### src/rtl/bitserial_alu_sched_pkg.sv
// ============================================================================
// Module : bitserial_alu_sched_pkg
// Desc   : Shared opcodes, FSM state type and default sizes for the scheduler.
// Rev    : 1.0
// ============================================================================
`default_nettype none

package bitserial_alu_sched_pkg;

    localparam int DEF_NREQ  = 4;
    localparam int DEF_WIDTH = 8;

    localparam logic [1:0] OP_AND = 2'b00;
    localparam logic [1:0] OP_XOR = 2'b01;
    localparam logic [1:0] OP_ADD = 2'b10;
    localparam logic [1:0] OP_SUB = 2'b11;

    typedef enum logic [1:0] {
        S_IDLE  = 2'd0,
        S_LOAD  = 2'd1,
        S_SHIFT = 2'd2,
        S_DONE  = 2'd3
    } state_t;

endpackage

`default_nettype wire

### src/rtl/bitserial_alu_sched_if.sv
// ============================================================================
// Module : bitserial_alu_sched_if
// Desc   : Requester-side bus of the shared bit-serial ALU (requests, result).
// Rev    : 1.0
// ============================================================================
`default_nettype none

interface bitserial_alu_sched_if #(
    parameter int NREQ  = 4,
    parameter int WIDTH = 8,
    parameter int IDW   = 2
);
    logic [NREQ-1:0]       req;
    logic [2*NREQ-1:0]     op;
    logic [WIDTH*NREQ-1:0] a;
    logic [WIDTH*NREQ-1:0] b;
    logic [NREQ-1:0]       gnt;
    logic                  busy;
    logic                  done;
    logic [IDW-1:0]        done_id;
    logic [WIDTH-1:0]      result;
    logic                  cout;

    modport master (
        output req, op, a, b,
        input  gnt, busy, done, done_id, result, cout
    );

    modport slave (
        input  req, op, a, b,
        output gnt, busy, done, done_id, result, cout
    );
endinterface

`default_nettype wire

### src/rtl/bitserial_alu_sched_slice.sv
// ============================================================================
// Module : bitserial_slice (+ nand-based AND/XOR cells)
// Desc   : Combinational 1-bit ALU slice for AND/XOR/ADD/SUB.
// Rev    : 1.0
// ============================================================================
`default_nettype none

module bitserial_nand_and2 (
    input  wire logic a_i,
    input  wire logic b_i,
    output logic      y_o
);
    logic w_n;
    assign w_n = ~(a_i & b_i);
    assign y_o = ~(w_n & w_n);
endmodule

module bitserial_nand_xor2 (
    input  wire logic a_i,
    input  wire logic b_i,
    output logic      y_o
);
    logic w_n1, w_n2, w_n3;
    assign w_n1 = ~(a_i & b_i);
    assign w_n2 = ~(a_i & w_n1);
    assign w_n3 = ~(b_i & w_n1);
    assign y_o  = ~(w_n2 & w_n3);
endmodule

module bitserial_slice (
    input  wire logic       a_i,
    input  wire logic       b_i,
    input  wire logic       cin_i,
    input  wire logic [1:0] op_i,
    output logic            s_o,
    output logic            co_o
);
    logic w_x, w_g, w_cq, w_sum, w_np1, w_np0, w_sel_and, w_diff, w_m, w_cx, w_cs;

    bitserial_nand_xor2 u_x    (.a_i(a_i),       .b_i(b_i),      .y_o(w_x));
    bitserial_nand_and2 u_g    (.a_i(a_i),       .b_i(b_i),      .y_o(w_g));
    bitserial_nand_and2 u_cq   (.a_i(cin_i),     .b_i(op_i[1]),  .y_o(w_cq));
    bitserial_nand_xor2 u_sum  (.a_i(w_x),       .b_i(w_cq),     .y_o(w_sum));
    bitserial_nand_xor2 u_np1  (.a_i(op_i[1]),   .b_i(1'b1),     .y_o(w_np1));
    bitserial_nand_xor2 u_np0  (.a_i(op_i[0]),   .b_i(1'b1),     .y_o(w_np0));
    bitserial_nand_and2 u_sel  (.a_i(w_np1),     .b_i(w_np0),    .y_o(w_sel_and));
    // AND result is selected by XOR-ing in the difference against the sum path.
    bitserial_nand_xor2 u_diff (.a_i(w_g),       .b_i(w_sum),    .y_o(w_diff));
    bitserial_nand_and2 u_m    (.a_i(w_sel_and), .b_i(w_diff),   .y_o(w_m));
    bitserial_nand_xor2 u_s    (.a_i(w_sum),     .b_i(w_m),      .y_o(s_o));
    // ab and cin(a^b) are never both 1, so XOR implements their OR.
    bitserial_nand_and2 u_cx   (.a_i(w_cq),      .b_i(w_x),      .y_o(w_cx));
    bitserial_nand_xor2 u_cs   (.a_i(w_g),       .b_i(w_cx),     .y_o(w_cs));
    bitserial_nand_and2 u_co   (.a_i(op_i[1]),   .b_i(w_cs),     .y_o(co_o));
endmodule

`default_nettype wire

### src/rtl/bitserial_alu_sched.sv
// ============================================================================
// Module : bitserial_alu_sched
// Desc   : Round-robin scheduler sharing one bit-serial ALU slice, LSB first.
// Rev    : 1.0
// ============================================================================
`default_nettype none

module bitserial_alu_sched
    import bitserial_alu_sched_pkg::*;
#(
    parameter int NREQ  = DEF_NREQ,
    parameter int WIDTH = DEF_WIDTH,
    parameter int IDW   = 2,
    parameter int CNTW  = 3
) (
    input  wire logic            clk,
    input  wire logic            rst_n,
    bitserial_alu_sched_if.slave bus_if
);
    state_t           state_q, state_d;
    logic [IDW-1:0]   ptr_q, cur_q, done_id_q, w_win;
    logic             w_found;
    logic [1:0]       op_q, w_sel_op;
    logic [WIDTH-1:0] a_q, b_q, res_q, result_q, w_sel_a, w_sel_b, w_res_next;
    logic             carry_q, cout_q;
    logic [CNTW-1:0]  cnt_q;
    logic             w_s, w_co, w_b_eff, w_last, w_busy, w_done;

    // Rotating search starting just after the last winner.
    always_comb begin
        w_found = 1'b0;
        w_win   = '0;
        for (int k = 1; k <= NREQ; k++) begin
            if (!w_found && bus_if.req[IDW'((int'(ptr_q) + k) % NREQ)]) begin
                w_found = 1'b1;
                w_win   = IDW'((int'(ptr_q) + k) % NREQ);
            end
        end
    end

    always_comb begin
        w_sel_op = '0;
        w_sel_a  = '0;
        w_sel_b  = '0;
        for (int i = 0; i < NREQ; i++) begin
            if (cur_q == IDW'(i)) begin
                w_sel_op = bus_if.op[2*i +: 2];
                w_sel_a  = bus_if.a[WIDTH*i +: WIDTH];
                w_sel_b  = bus_if.b[WIDTH*i +: WIDTH];
            end
        end
    end

    assign w_last     = (cnt_q == CNTW'(WIDTH - 1));
    assign w_b_eff    = b_q[0] ^ (op_q == OP_SUB);
    assign w_res_next = {w_s, res_q[WIDTH-1:1]};

    bitserial_slice u_slice (
        .a_i   (a_q[0]),
        .b_i   (w_b_eff),
        .cin_i (carry_q),
        .op_i  (op_q),
        .s_o   (w_s),
        .co_o  (w_co)
    );

    always_ff @(posedge clk or negedge rst_n) begin
        if (!rst_n) state_q <= S_IDLE;
        else        state_q <= state_d;
    end

    always_comb begin
        state_d = state_q;
        w_busy  = 1'b1;
        w_done  = 1'b0;
        case (state_q)
            S_IDLE: begin
                w_busy = 1'b0;
                if (w_found) state_d = S_LOAD;
            end
            S_LOAD:  state_d = S_SHIFT;
            S_SHIFT: if (w_last) state_d = S_DONE;
            S_DONE: begin
                w_done  = 1'b1;
                state_d = S_IDLE;
            end
            default: state_d = S_IDLE;
        endcase
    end

    always_ff @(posedge clk or negedge rst_n) begin
        if (!rst_n) begin
            ptr_q     <= IDW'(NREQ - 1);
            cur_q     <= '0;
            op_q      <= '0;
            a_q       <= '0;
            b_q       <= '0;
            res_q     <= '0;
            carry_q   <= 1'b0;
            cnt_q     <= '0;
            result_q  <= '0;
            cout_q    <= 1'b0;
            done_id_q <= '0;
        end else begin
            case (state_q)
                S_IDLE: begin
                    if (w_found) begin
                        cur_q <= w_win;
                        ptr_q <= w_win;
                    end
                end
                S_LOAD: begin
                    op_q    <= w_sel_op;
                    a_q     <= w_sel_a;
                    b_q     <= w_sel_b;
                    carry_q <= (w_sel_op == OP_SUB);
                    cnt_q   <= '0;
                end
                S_SHIFT: begin
                    res_q   <= w_res_next;
                    a_q     <= a_q >> 1;
                    b_q     <= b_q >> 1;
                    carry_q <= op_q[1] & w_co;
                    cnt_q   <= cnt_q + CNTW'(1);
                    // Publish on the last bit so the outputs are valid in DONE.
                    if (w_last) begin
                        result_q  <= w_res_next;
                        cout_q    <= w_co;
                        done_id_q <= cur_q;
                    end
                end
                default: ;
            endcase
        end
    end

    assign bus_if.busy    = w_busy;
    assign bus_if.done    = w_done;
    assign bus_if.gnt     = w_busy ? (NREQ'(1) << cur_q) : '0;
    assign bus_if.done_id = done_id_q;
    assign bus_if.result  = result_q;
    assign bus_if.cout    = cout_q;

endmodule

`default_nettype wire

### src/flat_wrapper.sv
// flat-port wrapper written by rule: the top's interface ports become plain ports
module bitserial_alu_sched_flat import bitserial_alu_sched_pkg::*;
#(
    parameter int NREQ  = DEF_NREQ,
    parameter int WIDTH = DEF_WIDTH,
    parameter int IDW   = 2,
    parameter int CNTW  = 3
)
  (clk, rst_n, bus_if_req, bus_if_op, bus_if_a, bus_if_b, bus_if_gnt, bus_if_busy, bus_if_done, bus_if_done_id, bus_if_result, bus_if_cout);
  bitserial_alu_sched_if #(.NREQ(NREQ), .WIDTH(WIDTH), .IDW(IDW)) bus_if_i ();
  input  wire logic clk;
  input  wire logic rst_n;
  input wire logic [$bits(bus_if_i.req)-1:0] bus_if_req;
  input wire logic [$bits(bus_if_i.op)-1:0] bus_if_op;
  input wire logic [$bits(bus_if_i.a)-1:0] bus_if_a;
  input wire logic [$bits(bus_if_i.b)-1:0] bus_if_b;
  output wire logic [$bits(bus_if_i.gnt)-1:0] bus_if_gnt;
  output wire logic [$bits(bus_if_i.busy)-1:0] bus_if_busy;
  output wire logic [$bits(bus_if_i.done)-1:0] bus_if_done;
  output wire logic [$bits(bus_if_i.done_id)-1:0] bus_if_done_id;
  output wire logic [$bits(bus_if_i.result)-1:0] bus_if_result;
  output wire logic [$bits(bus_if_i.cout)-1:0] bus_if_cout;
  assign bus_if_i.req = bus_if_req;
  assign bus_if_i.op = bus_if_op;
  assign bus_if_i.a = bus_if_a;
  assign bus_if_i.b = bus_if_b;
  assign bus_if_gnt = bus_if_i.gnt;
  assign bus_if_busy = bus_if_i.busy;
  assign bus_if_done = bus_if_i.done;
  assign bus_if_done_id = bus_if_i.done_id;
  assign bus_if_result = bus_if_i.result;
  assign bus_if_cout = bus_if_i.cout;
  bitserial_alu_sched #(.NREQ(NREQ), .WIDTH(WIDTH), .IDW(IDW), .CNTW(CNTW)) u_core (.clk(clk), .rst_n(rst_n), .bus_if(bus_if_i));
endmodule
### config.mk
export PLATFORM = sky130hd
export DESIGN_NAME = bitserial_alu_sched_flat
export DESIGN_NICKNAME = d
export VERILOG_FILES = /design/src/rtl/bitserial_alu_sched_pkg.sv /design/src/rtl/bitserial_alu_sched_if.sv /design/src/rtl/bitserial_alu_sched_slice.sv /design/src/rtl/bitserial_alu_sched.sv /design/src/flat_wrapper.sv
export SDC_FILE = /design/constraint.sdc
export NUM_CORES = 1
export LEC_CHECK = 0
export CORE_ASPECT_RATIO = 0.8
export CORE_UTILIZATION = 49
export CTS_CLUSTER_DIAMETER = 30
export DETAILED_ROUTE_END_ITERATION = 8
export PLACE_DENSITY_LB_ADDON = 0.1
export SYNTH_ARGS = -nofsm -noshare
export SYNTH_HDL_FRONTEND = slang
export SYNTH_HIERARCHICAL = 1
export SYNTH_SLANG_ARGS = --single-unit
### constraint.sdc
create_clock -name clk -period 3.69 [get_ports clk]
set_clock_uncertainty 0.1 [all_clocks]
set_input_delay 0.369 -clock clk [delete_from_list [all_inputs] [get_ports clk]]
set_output_delay 0.369 -clock clk [all_outputs]
set_load 0.02 [all_outputs]
* Word-level counts from Yosys, hierarchy flattened
Cells that the tools add are included.
** Word-level totals
- Output and inout bits :: 17
- Input port bits :: 78
- Register bits :: 47
** Operators by class
- Equality and inequality tests :: 11
- $lt $le $gt $ge :: 4
- Multiplexer cells :: 42
- Add/sub/neg operators :: 5
- Reductions and logical operators :: 12
- Bitwise gates (word level) :: 48
- Shift-type cells :: 1
** Operators by type and width (number)
- two-way mux 8 bit :: 8
- one-hot mux 8 bit (2 select lines) :: 2
- AND 1 bit :: 25
- inverter 1 bit :: 22
- two-way mux 2 bit :: 10
- < comparator 2 x 4 -> 1 bit, second input constant :: 4
- two-way mux 1 bit :: 14
- == test 2 bit, second input constant :: 6
- binary-select mux 1 bit (select 2 bit) :: 4
- one-hot mux 2 bit (4 select lines) :: 1
- one-hot mux 3 bit (2 select lines) :: 1
- AND reduction 2 bit :: 3
- adder 2 x 1 -> 2 bit, second input constant :: 2
- adder 2 bit, second input constant :: 2
- == test 2 x 1 -> 1 bit, second input constant :: 2
- logical NOT 2 bit :: 2
- two-way mux 4 bit :: 1
- inequality test 2 x 1 -> 1 bit, second input constant :: 2
- << shifter 1 x 2 -> 4 bit, first input constant :: 1
- adder 3 x 1 -> 3 bit, second input constant :: 1
- == test 3 bit, second input constant :: 1
- logical AND 1 bit :: 3
- logical NOT 1 bit :: 3
- one-hot mux 1 bit (2 select lines) :: 1
- 2 further kinds :: 2

* Longest topological paths before layout
- Depth after elaboration :: 27
- Gate-level depth with buffers :: 8

* Modules after synthesis
Netlist, hierarchy kept.
** By module, submodules not included
- bitserial_alu_sched :: times used 1, area an instance 2591.2 µm², cells an instance 212, sequential area each 1153.6 µm²
- bitserial_nand_xor2 :: times used 7, area an instance 8.8 µm², cells an instance 1, sequential area each 0.0 µm²
- bitserial_nand_and2 :: times used 6, area an instance 6.3 µm², cells an instance 1, sequential area each 0.0 µm²
- bitserial_slice :: times used 1, area an instance 3.8 µm², cells an instance 1, sequential area each 0.0 µm²

* Worst setup path before layout
OpenSTA, ideal clock, no wires.
- Path kind :: reg-to-reg
- Start :: reg u_core.op_q[1]
- End :: reg u_core.res_q[7]
- Setup slack :: 1.738 ns
- Data arrival time :: 1.728 ns
- Path buffers :: 0
- Stages on the path, launching flop included :: 9
- Path through :: dfrtp_1 -> nand2_1 -> xnor2_1 -> xor2_1 -> xor2_1 -> xor2_1 -> and2_1 -> xor2_1 -> mux2_2
** On the way
- Longest elaborated chain between the ends :: 27
- Elaborated cells between the ends (all ways) :: 38
- Classes of those cells :: eq/ne: 1; bitwise: 37
** Ends and longest elaborated chain
- start, declared :: RTL line bitserial_alu_sched.sv:23 : logic [1:0] op_q, w_sel_op;
- start signal, assigned :: RTL line bitserial_alu_sched.sv:113 : op_q <= w_sel_op;
- == test 2 bit * :: RTL line bitserial_alu_sched.sv:55 : assign w_b_eff = b_q[0] ^ (op_q == OP_SUB);
- XOR 1 bit * :: RTL line bitserial_alu_sched.sv:55
- named net u_core.w_b_eff :: RTL line bitserial_alu_sched.sv:27 : logic w_s, w_co, w_b_eff, w_last, w_busy, w_done;
- AND 1 bit :: RTL line bitserial_alu_sched_slice.sv:24 : assign w_n1 = ~(a_i & b_i);
- inverter 1 bit
- AND 1 bit, on equally long branches :: RTL line bitserial_alu_sched_slice.sv:25, bitserial_alu_sched_slice.sv:26
- inverter 1 bit, on equally long branches :: RTL line bitserial_alu_sched_slice.sv:25, bitserial_alu_sched_slice.sv:26
- AND 1 bit * :: RTL line bitserial_alu_sched_slice.sv:27 : assign y_o = ~(w_n2 & w_n3);
- [1 not listed]
- named net u_core.u_slice.w_x :: RTL line bitserial_alu_sched_slice.sv:38 : logic w_x, w_g, w_cq, w_sum, w_np1, w_np0, w_sel_and, w_diff, w_m, w_cx, w_cs;
- [6 not listed]
- named net u_core.u_slice.w_sum :: RTL line bitserial_alu_sched_slice.sv:38
- [6 not listed]
- named net u_core.u_slice.w_diff :: RTL line bitserial_alu_sched_slice.sv:38
- [1 not listed]
- named net u_core.u_slice.w_m :: RTL line bitserial_alu_sched_slice.sv:38
- AND 1 bit :: RTL line bitserial_alu_sched_slice.sv:24
- inverter 1 bit :: RTL line bitserial_alu_sched_slice.sv:24
- AND 1 bit, on equally long branches :: RTL line bitserial_alu_sched_slice.sv:25, bitserial_alu_sched_slice.sv:26
- inverter 1 bit, on equally long branches :: RTL line bitserial_alu_sched_slice.sv:25, bitserial_alu_sched_slice.sv:26
- AND 1 bit * :: RTL line bitserial_alu_sched_slice.sv:27
- inverter 1 bit * :: RTL line bitserial_alu_sched_slice.sv:27
- named net u_core.w_s :: RTL line bitserial_alu_sched.sv:27
- end signal, assigned :: RTL line bitserial_alu_sched.sv:120 : res_q <= w_res_next;
- end, declared :: RTL line bitserial_alu_sched.sv:24 : logic [WIDTH-1:0] a_q, b_q, res_q, result_q, w_sel_a, w_sel_b, w_res_next;
Mark *: on every way through the listed nets, which the timed path passes. The rest lies on a longest branch.
A chain may end at the register's enable or synchronous reset.

* Worst setup path in the final report
- Start :: reg u_core.cur_q[1]
- End :: out bus_if_gnt[2]
** On the way
- Longest elaborated chain between the ends :: 2
** Ends and longest elaborated chain
- start, declared :: RTL line bitserial_alu_sched.sv:21 : logic [IDW-1:0] ptr_q, cur_q, done_id_q, w_win;
- start signal, assigned :: RTL line bitserial_alu_sched.sv:108 : cur_q <= w_win;
- << shifter 1 x 2 -> 4 bit :: RTL line bitserial_alu_sched.sv:139 : assign bus_if.gnt = w_busy ? (NREQ'(1) << cur_q) : '0;
- two-way mux 4 bit :: RTL line bitserial_alu_sched.sv:139
- end, declared :: RTL line flat_wrapper.sv:17 : output wire logic [$bits(bus_if_i.gnt)-1:0] bus_if_gnt;
No other way between the ends.

==> flow_metrics.env <==
export IMPL_placementRows=23
export IMPL_dpl_cell_area_mm2=0.00364
export IMPL_finalPower_uw=2660
export IMPL_cts_resized=0
export IMPL_drtAntennaViolNets=0
export IMPL_setup_tns_final_ns=0
export IMPL_synthArstFlopShare_pct=100
export IMPL_peakVddDrop_v=0.000707
export IMPL_finalMaxSlewViolations=0
export IMPL_grt_pass1_wl_um=9200
export IMPL_postCtsHoldBufs=0
export IMPL_drv_cap=0
export IMPL_syn_avg_cell_area_um2=11.9
export IMPL_crit_path_end_kind="primary output"
export IMPL_antenna_found_initial=0
export IMPL_violations="DRC"
export IMPL_cts_buffer_depth=2
export IMPL_nets=402
export IMPL_timing_fmax_mhz=382
export IMPL_drc_errors=4
export IMPL_ys_top_cells_by_area="dfrtp_1 (41%), mux4_2 (13%), mux2_2 (8.8%), mux2i_1 (5.2%), a21oi_1 (3.5%)"
export IMPL_gp_congestion=0.757
export IMPL_syn2layout_area_growth_pct=38.5
export IMPL_io_buffers=94
export IMPL_vias=2056
export IMPL_finalCritPeriodShare_pct=70.9
export IMPL_num_io_pins=95
export IMPL_holdWs_ns=0.149
export IMPL_drive_above_1_share_pct=15.4
export IMPL_antenna_cells=0
export IMPL_cts_root_buffer="clkbuf_8"
export IMPL_rsz0062_at_grt="no"
export IMPL_post_synth_top_count_cell="dfrtp_1"
export IMPL_synthDistinctLibCells=36
export IMPL_cts_buffers=5
export IMPL_htree_levels=2
export IMPL_worst_pin_slew_ns=1.01
export IMPL_status="finished with violations"
export IMPL_r2r_start="u_core/op_q[1]$_DFFE_PN0N_"
export IMPL_post_route_min_period_ns=2.62
export IMPL_cp_max_fo=24
export IMPL_post_drt_wl_per_cell_um=15.2
export IMPL_hold_class="primary input to asynchronous set/reset pin"
export IMPL_cts_tree="yes"
export IMPL_grt_max_degree=47
export IMPL_finalSetupViolations=0
export IMPL_first_pass_iters=6
export IMPL_hold_viol=0
export IMPL_p_per_area_mw_per_mm2=713
export IMPL_cp_start_kind="flip-flop"
export IMPL_wl_um=5760
export IMPL_synth_top_cell_area_share_pct=40.9
export IMPL_core_area_mm2=0.00515
export IMPL_leakagePower_uw=0.00158
export IMPL_grt_pass1_vias=2015
export IMPL_grt_usage_pct=21.1
export IMPL_syn_inst=226
export IMPL_timing_rr_end="u_core/res_q[7]$_DFFE_PN0N_"
export IMPL_reg2regPathDepth=8
export IMPL_die_area_mm2=0.00580
export IMPL_synthTopCellsByCount="dfrtp_1 (44), mux2_2 (21), nor2_1 (20), a21oi_1 (19), mux4_2 (15)"
export IMPL_initial_core_util_pct=52.3
export IMPL_dpl_hpwl_um=4280
export IMPL_clk_latency_ns=0.29
export IMPL_ys_ff_latch=46
export IMPL_overflow=0
export IMPL_die_w_um=84.9
export IMPL_yosysTopAreaCell="dfrtp_1"
export IMPL_die_y_um=68.3
export IMPL_arrival_ns=2.15
export IMPL_drtIter0Drc=70
export IMPL_slew_headroom_pct=32.6
export IMPL_clk_pin_slew_ns=0.08
export IMPL_final_cell_area_mm2=0.00373
export IMPL_critPathRequiredTime_ns=3.22
export IMPL_instances_no_fill=380
export IMPL_place_inst=372
export IMPL_post_cts_buffers=0
export IMPL_cts_sinks=46
export IMPL_syn_area_mm2=0.00269
export IMPL_yosysWarnings=6
export IMPL_critPathKind="flip-flop to primary output"
export IMPL_r2r_slack_ns=1.50
export IMPL_seq_area_frac_synth_pct=42.8
export IMPL_synthFlopType="dfrtp_1"
export IMPL_synth_edf_count=0
export IMPL_viasPerCell=5.41
==> how the worst max path moves through the flow <==
stage	start	to	slack (ns)	cells past startpoint
after floorplan	u_core/op_q[1]$_DFFE_PN0N_	u_core/res_q[7]$_DFFE_PN0N_	1.74	8
after global placement	u_core/cur_q[1]$_DFFE_PN0P_	bus_if_gnt[2]	1.40	2
after detailed placement	u_core/cur_q[1]$_DFFE_PN0P_	bus_if_gnt[2]	1.37	2
after CTS	u_core/cur_q[1]$_DFFE_PN0P_	bus_if_gnt[2]	1.03	2
after global routing	u_core/cur_q[1]$_DFFE_PN0P_	bus_if_gnt[2]	0.93	2
final	u_core/cur_q[1]$_DFFE_PN0P_	bus_if_gnt[2]	1.07	2
==> routing by layer <==
layer / up-vias / wire [µm] / track usage (%)
met5: - / 0 / 0
met4: 0 / 48 / 6.36
met3: 5 / 299 / 4.83
met2: 59 / 2920 / 36.8
met1: 1001 / 2500 / 26.8
li1: 991 / - / -
==> through the flow <==
stage / setup WS (ns) / utilization (%)
after floorplan: 1.74 / -
after global placement: 1.40 / 70.7
after detailed placement: 1.37 / 70.7
after CTS: 1.03 / 72.4
after global routing: 0.932 / 72.4
final: 1.07 / 72.4
==> cell families after synthesis <==
family	after synthesis	synth area share, %
compound gates	30	6.36
xor+xnor	8	2.60
fa+ha+maj	7	3.25
buf+inv	26	5.11
flops	46	42.8
mux	53	29.4
other cells	1	0.139
simple gates	55	10.3
==> where the power goes <==
group          switching [µW]  total (µW)  internal (µW)
registers                 186         901            714
logic                     702        1450            746
clock network             160         313            153
==> area by class of cell <==
type	instances	area (µm²)
clock buffer	8	90.1
fill	384	1420
sequential	46	1150
tap	62	77.6
timing repair buffer	97	958
multi-input combinational	155	1410
inverter	12	45.0
==> cell usage in the layout (no fill, tap or decap), types with 3 or more instances in the layout <==
master / synthesis / routed
nor3b_1: 5 / 5
nand3_1: 3 / 3
mux2i_1: 14 / 14
o21ai_0: 4 / 4
mux4_1: 3 / 3
mux2_2: 21 / 21
clkbuf_8: 0 / 6
clkdlybuf4s50_1: 0 / 93
and2_1: 6 / 6
xor2_1: 7 / 7
dfrtp_1: 44 / 44
inv_1: 12 / 12
mux4_2: 15 / 15
nand2b_1: 3 / 3
nand2_1: 9 / 9
nor2_1: 20 / 20
buf_4: 0 / 3
ha_1: 7 / 7
a21oi_1: 19 / 19
==> sequential cells by signal, summed over array words and instances (netlist names) <==
register and flops:
u_core/a_q 8, u_core/b_q 8, u_core/bus_if.cout 1, u_core/bus_if.done_id 2, u_core/bus_if.result 8, u_core/carry_q 1, u_core/cnt_q 3, u_core/cur_q 2
u_core/op_q 2, u_core/ptr_q 2, u_core/res_q 7, u_core/state_q 2
==> critical path, cell delays in order (launching register included) <==
cell	delay, ns
dfrtp_1	0.94
nor3b_1	0.28
clkdlybuf4s50_1	0.63
Note: power is estimated with default switching activity, not from simulation.
